<file path="config.mk">
export PLATFORM = sky130hd
export DESIGN_NAME = ccff_chain_loader
export DESIGN_NICKNAME = d
export VERILOG_FILES = /design/src/rtl/ccff_loader_pkg.sv /design/src/rtl/ccff_word_piso.sv /design/src/rtl/ccff_chain_loader.sv
export SDC_FILE = /design/constraint.sdc
export NUM_CORES = 1
export LEC_CHECK = 0
export ABC_AREA = 0
export BUFFER_PORTS_ARGS = -buffer_cell sky130_fd_sc_hd__clkbuf_2
export CORE_ASPECT_RATIO = 1.4
export CORE_UTILIZATION = 55
export DETAILED_ROUTE_END_ITERATION = 8
export PLACE_DENSITY_LB_ADDON = 0.2
export SETUP_SLACK_MARGIN = 0.2
export SLEW_MARGIN = 20
export SYNTH_ARGS = -nofsm -noshare
export SYNTH_HDL_FRONTEND = slang
export SYNTH_HIERARCHICAL = 1
export SYNTH_SLANG_ARGS = --single-unit
</file>
<file path="constraint.sdc">
create_clock -name prog_clk -period 2.92 [get_ports prog_clk]
set_clock_uncertainty 0.2 [all_clocks]
set_input_delay 0.584 -clock prog_clk [delete_from_list [all_inputs] [get_ports prog_clk]]
set_output_delay 0.584 -clock prog_clk [all_outputs]
set_load 0.03 [all_outputs]
</file>
<file path="src/rtl/ccff_loader_pkg.sv">
`default_nettype none
// +----------------------------------------------------------------------------+
// | ccff_loader_pkg                                                            |
// | Shared states, mode encodings and widths for the config-chain loader.      |
// | Revision: 1.0                                                              |
// +----------------------------------------------------------------------------+
package ccff_loader_pkg;

  typedef enum logic [1:0] {
    IDLE  = 2'd0,
    FETCH = 2'd1,
    SHIFT = 2'd2,
    DONE  = 2'd3
  } state_e;

  localparam logic MODE_LOAD   = 1'b0;
  localparam logic MODE_VERIFY = 1'b1;

  localparam int MISMATCH_W = 16;

endpackage
`default_nettype wire

</file>
<file path="src/rtl/ccff_word_piso.sv">
`default_nettype none
// +----------------------------------------------------------------------------+
// | ccff_word_piso                                                             |
// | Word-wide parallel-in/serial-out register; MSB leaves first.               |
// | Revision: 1.0                                                              |
// +----------------------------------------------------------------------------+
module ccff_word_piso
  import ccff_loader_pkg::*;
#(
  parameter int WORD_W = 32
) (
  input  logic              clk,
  input  logic              rst_n,
  input  logic              i_load,
  input  logic              i_shift,
  input  logic [WORD_W-1:0] i_word,
  output logic              o_msb
);

  logic [WORD_W-1:0] word_q;
  logic [WORD_W-1:0] word_d;

  // A reload wins over a shift so a streamed word replaces the spent one.
  always_comb begin
    word_d = word_q;
    if (i_load) begin
      word_d = i_word;
    end else if (i_shift) begin
      word_d = {word_q[WORD_W-2:0], 1'b0};
    end
  end

  always_ff @(posedge clk or negedge rst_n) begin
    if (!rst_n) begin
      word_q <= '0;
    end else begin
      word_q <= word_d;
    end
  end

  assign o_msb = word_q[WORD_W-1];

endmodule
`default_nettype wire

</file>
<file path="src/rtl/ccff_chain_loader.sv">
`default_nettype none
// +----------------------------------------------------------------------------+
// | ccff_chain_loader                                                          |
// | Streams host words MSB-first into a config chain; VERIFY re-shifts and     |
// | compares the chain tail against the head.                                  |
// | Revision: 1.0                                                              |
// +----------------------------------------------------------------------------+
module ccff_chain_loader
  import ccff_loader_pkg::*;
#(
  parameter int CHAIN_LEN = 1024,
  parameter int WORD_W    = 32
) (
  input  logic                  prog_clk,
  input  logic                  prog_reset_n,
  input  logic                  start,
  input  logic                  mode,
  input  logic                  abort,
  input  logic [WORD_W-1:0]     cfg_data,
  input  logic                  cfg_valid,
  output logic                  cfg_ready,
  output logic                  ccff_head,
  output logic                  ccff_shift_en,
  input  logic                  ccff_tail,
  output logic                  busy,
  output logic                  done,
  output logic                  error,
  output logic [MISMATCH_W-1:0] mismatch_cnt
);

  localparam int CNT_W = $clog2(CHAIN_LEN + 1);
  localparam int WB_W  = $clog2(WORD_W);

  state_e                state_q, state_d;
  logic                  mode_q, mode_d;
  logic [CNT_W-1:0]      bit_cnt_q, bit_cnt_d;
  logic [WB_W-1:0]       wbit_q, wbit_d;
  logic                  shift_en_q, shift_en_d;
  logic                  error_q, error_d;
  logic [MISMATCH_W-1:0] mis_q, mis_d;

  logic                  piso_load;
  logic                  piso_shift;
  logic                  handshake;
  logic                  last_of_chain;
  logic                  last_of_word;

  ccff_word_piso #(
    .WORD_W (WORD_W)
  ) u_piso (
    .clk     (prog_clk),
    .rst_n   (prog_reset_n),
    .i_load  (piso_load),
    .i_shift (piso_shift),
    .i_word  (cfg_data),
    .o_msb   (ccff_head)
  );

  assign last_of_chain = (bit_cnt_q == CNT_W'(1));
  assign last_of_word  = (wbit_q == '0);
  assign handshake     = cfg_valid & cfg_ready;

  always_comb begin
    state_d    = state_q;
    mode_d     = mode_q;
    bit_cnt_d  = bit_cnt_q;
    wbit_d     = wbit_q;
    error_d    = error_q;
    mis_d      = mis_q;
    cfg_ready  = 1'b0;
    piso_load  = 1'b0;
    piso_shift = 1'b0;

    // The head/tail pair on the wire in a shift cycle is bit k in and bit k out.
    if (shift_en_q && (mode_q == MODE_VERIFY) && (ccff_tail != ccff_head)) begin
      error_d = 1'b1;
      if (mis_q != {MISMATCH_W{1'b1}}) begin
        mis_d = mis_q + MISMATCH_W'(1);
      end
    end

    case (state_q)
      IDLE: begin
        if (start) begin
          state_d   = FETCH;
          mode_d    = mode;
          error_d   = 1'b0;
          mis_d     = '0;
          bit_cnt_d = CNT_W'(CHAIN_LEN);
        end
      end

      FETCH: begin
        cfg_ready = 1'b1;
        if (abort) begin
          state_d = IDLE;
          error_d = 1'b1;
        end else if (cfg_valid) begin
          piso_load = 1'b1;
          wbit_d    = WB_W'(WORD_W - 1);
          state_d   = SHIFT;
        end
      end

      SHIFT: begin
        piso_shift = 1'b1;
        bit_cnt_d  = bit_cnt_q - CNT_W'(1);
        wbit_d     = wbit_q - WB_W'(1);
        cfg_ready  = last_of_word & ~last_of_chain;
        if (abort) begin
          state_d = IDLE;
          error_d = 1'b1;
        end else if (last_of_chain) begin
          state_d = DONE;
        end else if (last_of_word) begin
          if (handshake) begin
            piso_load = 1'b1;
            wbit_d    = WB_W'(WORD_W - 1);
          end else begin
            state_d = FETCH;
          end
        end
      end

      DONE: begin
        state_d = IDLE;
      end

      default: begin
        state_d = IDLE;
      end
    endcase

    shift_en_d = (state_d == SHIFT);
  end

  always_ff @(posedge prog_clk or negedge prog_reset_n) begin
    if (!prog_reset_n) begin
      state_q    <= IDLE;
      mode_q     <= MODE_LOAD;
      bit_cnt_q  <= '0;
      wbit_q     <= '0;
      shift_en_q <= 1'b0;
      error_q    <= 1'b0;
      mis_q      <= '0;
    end else begin
      state_q    <= state_d;
      mode_q     <= mode_d;
      bit_cnt_q  <= bit_cnt_d;
      wbit_q     <= wbit_d;
      shift_en_q <= shift_en_d;
      error_q    <= error_d;
      mis_q      <= mis_d;
    end
  end

  assign ccff_shift_en = shift_en_q;
  assign busy          = (state_q == FETCH) || (state_q == SHIFT);
  assign done          = (state_q == DONE);
  assign error         = error_q;
  assign mismatch_cnt  = mis_q;

endmodule
`default_nettype wire

</file>
# Word level (Yosys, flattened, before mapping)
# Index checks and enable logic that the tools add are counted.
[word_totals] reg_bits=69 in_bits=39 output_inout_bits=22 elab_cells=72
[classes] add_sub_neg=3 eq_ne=10 muxes=36 bitwise_logic=3 reduce_logical=12
[op_table] op="$mux 16" count=4
[op_table] op="$mux 32" count=2
[op_table] op="$mux 5" count=6
[op_table] op="$pmux 11 s2" count=1
[op_table] op="$add 16x1->16 const B" count=1
[op_table] op="$ne 16x16->1 const B" count=1
[op_table] op="$mux 2" count=7
[op_table] op="$eq 11x1->1 const B" count=1
[op_table] op="$mux 11" count=1
[op_table] op="$sub 11x1->11 const B" count=1
[op_table] op="$mux 1" count=10
[op_table] op="$pmux 5 s2" count=1
[op_table] op="$pmux 2 s4" count=1
[op_table] op="$eq 2x2->1 const B" count=3
[op_table] op="$ne 2x2->1 const B" count=3
[op_table] op="$pmux 1 s2" count=3
[op_table] op="$reduce_bool 2->1" count=3
[op_table] op="$logic_not 5->1" count=1
[op_table] op="$sub 5x1->5 const B" count=1
[op_table] op="$reduce_and 2->1" count=2
[op_table] op="$reduce_and 3->1" count=1
[op_table] op="$and 1x1->1" count=2
[op_table] op="$eq 2x1->1 const B" count=1
[op_table] op="$logic_and 1x1->1" count=2
[op_table] op="other kinds (5)" count=5

# Logic depth before layout (Yosys ltp)
[depth] ltp_word=11 depth_mapped=11 mapped_depth_nobuf=8

# By module
# The synthesis kept the hierarchy.
[by_module_without_submodules] module="ccff_chain_loader" n_inst=1 cells_per_inst=223 area_per_inst_um2=2127.0 seq_area_each_um2=925.9
[by_module_without_submodules] module="ccff_word_piso" n_inst=1 cells_per_inst=139 area_per_inst_um2=1512.7 seq_area_each_um2=800.8

# Worst setup path after synthesis
# No wires, ideal clock.
[synth_path] path_kind="reg2out" startpoint="register wbit_q[0]" endpoint="output port cfg_ready" t_arrival_ns=1.672 required_time_ns=2.136 setup_slack_ns=0.464 stages_incl_launch_ff=7 path_buffers=0 cell_sequence="dfrtp_1 -> inv_1 -> ha_1 -> or4b_4 -> nor2_1 -> a21oi_1 -> nor2b_1"
[synth_between] elab_chain_len=3
[synth_rtl] item="start, declared" line="ccff_chain_loader.sv:37" text="logic [WB_W-1:0] wbit_q, wbit_d;"
[synth_rtl] item="start signal, assigned" line="ccff_chain_loader.sv:150" text="wbit_q <= wbit_d;"
[synth_rtl] item="$logic_not 5->1" line="ccff_chain_loader.sv:60" text="assign last_of_word = (wbit_q == '0);"
[synth_rtl] item="$and 1x1->1" line="ccff_chain_loader.sv:109" text="cfg_ready = last_of_word & ~last_of_chain;"
[synth_rtl] item="$pmux 1 s2" line="ccff_chain_loader.sv:82" text="case (state_q)"
[synth_rtl] item="end, declared" line="ccff_chain_loader.sv:21" text="output logic cfg_ready,"
# Every way passes these cells.

# Worst setup path in the final report
[layout_path] startpoint="register wbit_q[1]" endpoint="output port cfg_ready"
# Same word-level chain as after synthesis.

==> flow_summary.yaml <==
grt:
  antenna_found_initial: 0
  grt_first_pass_wirelength_mm: 12.1
  overflow: 0
  first_global_vias: 2778
  grt_max_degree: 70
  track_usage_pct: 21.8
sta:
  finalHoldViolations: 0
  setup_violations: 0
  slew_headroom_pct: 56.8
  fmax_mhz: 375
  period_share_pct: 91.3
  max_slew.worst_pin.slew_ps: 648
  fin_crit_ps: 2670
  drv_slew: 0
  setup_tns_ps: 0
  rsz0062_at_grt: "yes"
pwr:
  intPower_mw: 2.18
  power_density_nw_per_um2: 803
  comb_power_share_pct: 32.4
  power.switching_mw: 1.19
  p_clk_share_pct: 23.2
  total_leakage_power_nw: 1.81
  power_frac_seq_pct: 44.4
  swShare_pct: 35.3
  peakVddDrop_uv: 595
synth:
  yosysTopAreaCellShare_pct: 47.4
  synth_edf_count: 0
  synth_compound_area_share_pct: 14.0
  async_flop_share_pct: 100
  synth_fa_ha_area_share_pct: 3.09
  synthCells: 362
  ys_seq_area_share_pct: 47.4
  synth_nets: 410
  yosysUniqueCellTypes: 52
  synth_mux_area_share_pct: 9.35
  synth-main-ff-cell: "dfrtp_1"
  yosys.area_share.xor_xnor_pct: 3.85
  synthTopCellsByArea: "dfrtp_1 (47%), mux2i_1 (9.4%), nand2_1 (5.5%)"
  synth_area_per_cell_sq_um: 10.1
  yosysMostFrequentCell: "dfrtp_1"
  syn_area_sq_um: 3640
  synth_warnings: 6
  synth_top_cell_by_area: "dfrtp_1"
  yosys.area_share.simple_pct: 17.9
  synth_commonest_cells: "dfrtp_1 (69), nand2_1 (53), mux2i_1 (34)"
  synth_top_family_by_area: "simple AND/OR/NAND/NOR gates"
  yosys_register_bits: 69
worst_setup_path:
  critPathKind: "flip-flop to output port"
  reg2reg_slack_ps: 650
  critPathCapture: "cfg_ready"
  crit_family: "simple AND/OR/NAND/NOR gates"
  start_kind: "flip-flop"
  cp.depth: 7
  worstRegToRegCells: 9
  r2r_start: "wbit_q[1]"
  crit_buf_inv: 2
  max_stage_delay_ps: 500
  critPathCaptureType: "output port"
  crit_path_start: "wbit_q[1]"
  cp_max_fo: 4
  worstPathRequired_ps: 2140
  worstReg2RegEnd: "u_piso/word_q[0]"
  path_cells: "inv_2 -> ha_1 -> or4b_4 -> nor2_4 -> a21oi_2 -> nor2b_1 -> buf_4"
  critPathSlowestCell: "or4b_4"
  arrival_ps: 1880
flow_run:
  cap_violations: 0
clocking:
  clock_path_buffers: 2
  cts_sinks: 69
  numCtsBuffers: 9
  worstSkewPairLatency_ps: 340
  htreeDepth: 3
  cts_tree: "built"
  root_buffer: "clkbuf_8"
  clk_pin_slew_ps: 70
die:
  num_io_pins: 61
  core.rowCount: 34
  core_area_sq_um: 6300
  die_x_microns: 70.8
  die_h_microns: 98.3
  die_area_sq_um: 6950
  start_util_pct: 57.8
cells_and_area:
  fillers: 541
  regArea_sq_um: 1730
  syn_to_final_growth_pct: 15.2
  drive_gt1_share_pct: 23.2
  n_antenna_cell: 0
  finalNonFillerCells: 499
  nets: 471
  multi_input_area_sq_um: 1770
route:
  ant_nets: 0
  routedWlPerCell_microns: 14.2
  detail_route.iter0.violations: 142
  routed_via_density: 5.51
  vias: 2748
  route.detailed.drc: 12
  wirelength_mm: 7.11
  drtPass1Iterations: 6
status:
  violations: "design-rule violations"
  outcome: "finished, violations left"
placement:
  gp_congestion: 0.801
  dp_cells: 481
  io_buffers: 60
  dp_hpwl_mm: 4.92
min_path:
  hold_path_class: "input pin to async pin"
==> final cells by class <==
class	count	area share, %
multi-input combinational	269	42.3
clock buffer	11	3.61
sequential	69	41.2
clock inverter	4	1.13
inverter	8	0.716
tap	72	2.15
timing repair buffer	66	8.90
==> worst register-to-register path, stage by stage (launching register included) <==
cell,delay [ps]
dfrtp_1,400
inv_2,60
ha_1,120
or4b_4,500
nor2_4,110
a21oi_2,70
nor3_2,180
buf_12,280
nand2b_1,160
o21ai_1,50
==> layer usage <==
metal,track usage [%],up-vias,part of all wire (%)
li1,-,1393,-
met1,26.3,1292,44
met2,38.5,55,51
met3,3.30,8,3.2
met4,9.23,0,1.3
met5,0,-,0
==> cells in the final DEF (no fill, tap or decap), drive strengths merged, types with 5 or more instances in the layout <==
cell type	n
a21oi	11
ha	9
xnor2	5
clkbuf	69
mux2i	34
or3	5
nor4	5
nand2	53
xor2	11
dfrtp	69
o21ai	43
nor2	29
buf	8
inv	8
nand3	8
nor2b	8
==> how the worst min path moves through the flow <==
stage	start	to
6_report	prog_reset_n	u_piso/word_q[6]
5_1_grt	prog_reset_n	u_piso/word_q[6]
4_1_cts	prog_reset_n	u_piso/word_q[6]
3_5_place_dp	mode_q	mode_q
3_3_place_gp	mode_q	mode_q
2_1_floorplan	prog_reset_n	bit_cnt_q[0]
==> registers in the layout (all words and copies together) (netlist names) <==
| signal | cells |
|---|---|
| mode_q | 1 |
| u_piso/word_q | 32 |
| mismatch_cnt | 16 |
| error | 1 |
| ccff_shift_en | 1 |
| wbit_q | 5 |
| state_q | 2 |
| bit_cnt_q | 11 |
==> cell families (layout without fill, tap and decap cells) <==
| group | after synthesis | after routing |
|---|---|---|
| simple gates | 129 | 129 |
| compound gates | 81 | 81 |
| flops | 69 | 69 |
| mux | 34 | 34 |
| buf+inv | 24 | 89 |
| xor+xnor | 16 | 16 |
| fa+ha+maj | 9 | 9 |
==> per-stage QoR <==
step	utilization, %	hold WS, ps	total power, mW	worst slack, ps	area (sq um)
after floorplan	-	88.4	2.32	464	3640
after global placement	62.8	261	2.53	537	3960
after detailed placement	62.8	269	2.59	521	3960
after CTS	66.4	75.5	3.39	209	4180
after global routing	66.6	91.4	3.60	159	4190
final	66.6	53.9	3.36	254	4190
==> power groups by stage <==
stage                     combinational (mW)  sequential (mW)  clock [mW]
final                                   1.09             1.49       0.782
after global routing                    1.23             1.54       0.837
after CTS                               1.10             1.49       0.802
after detailed placement                1.08             1.51           0
after global placement                  1.04             1.49           0
after floorplan                        0.838             1.48           0
==> repair_timing <==
action                                  in CTS  in global routing
hold buffers                                 0                  0
pin swaps                                    1                  0
setup buffers                                2                  1
endpoints found under the setup margin       1                  1
resized for setup                            3                  4
Note: power is estimated with default switching activity, not from simulation.
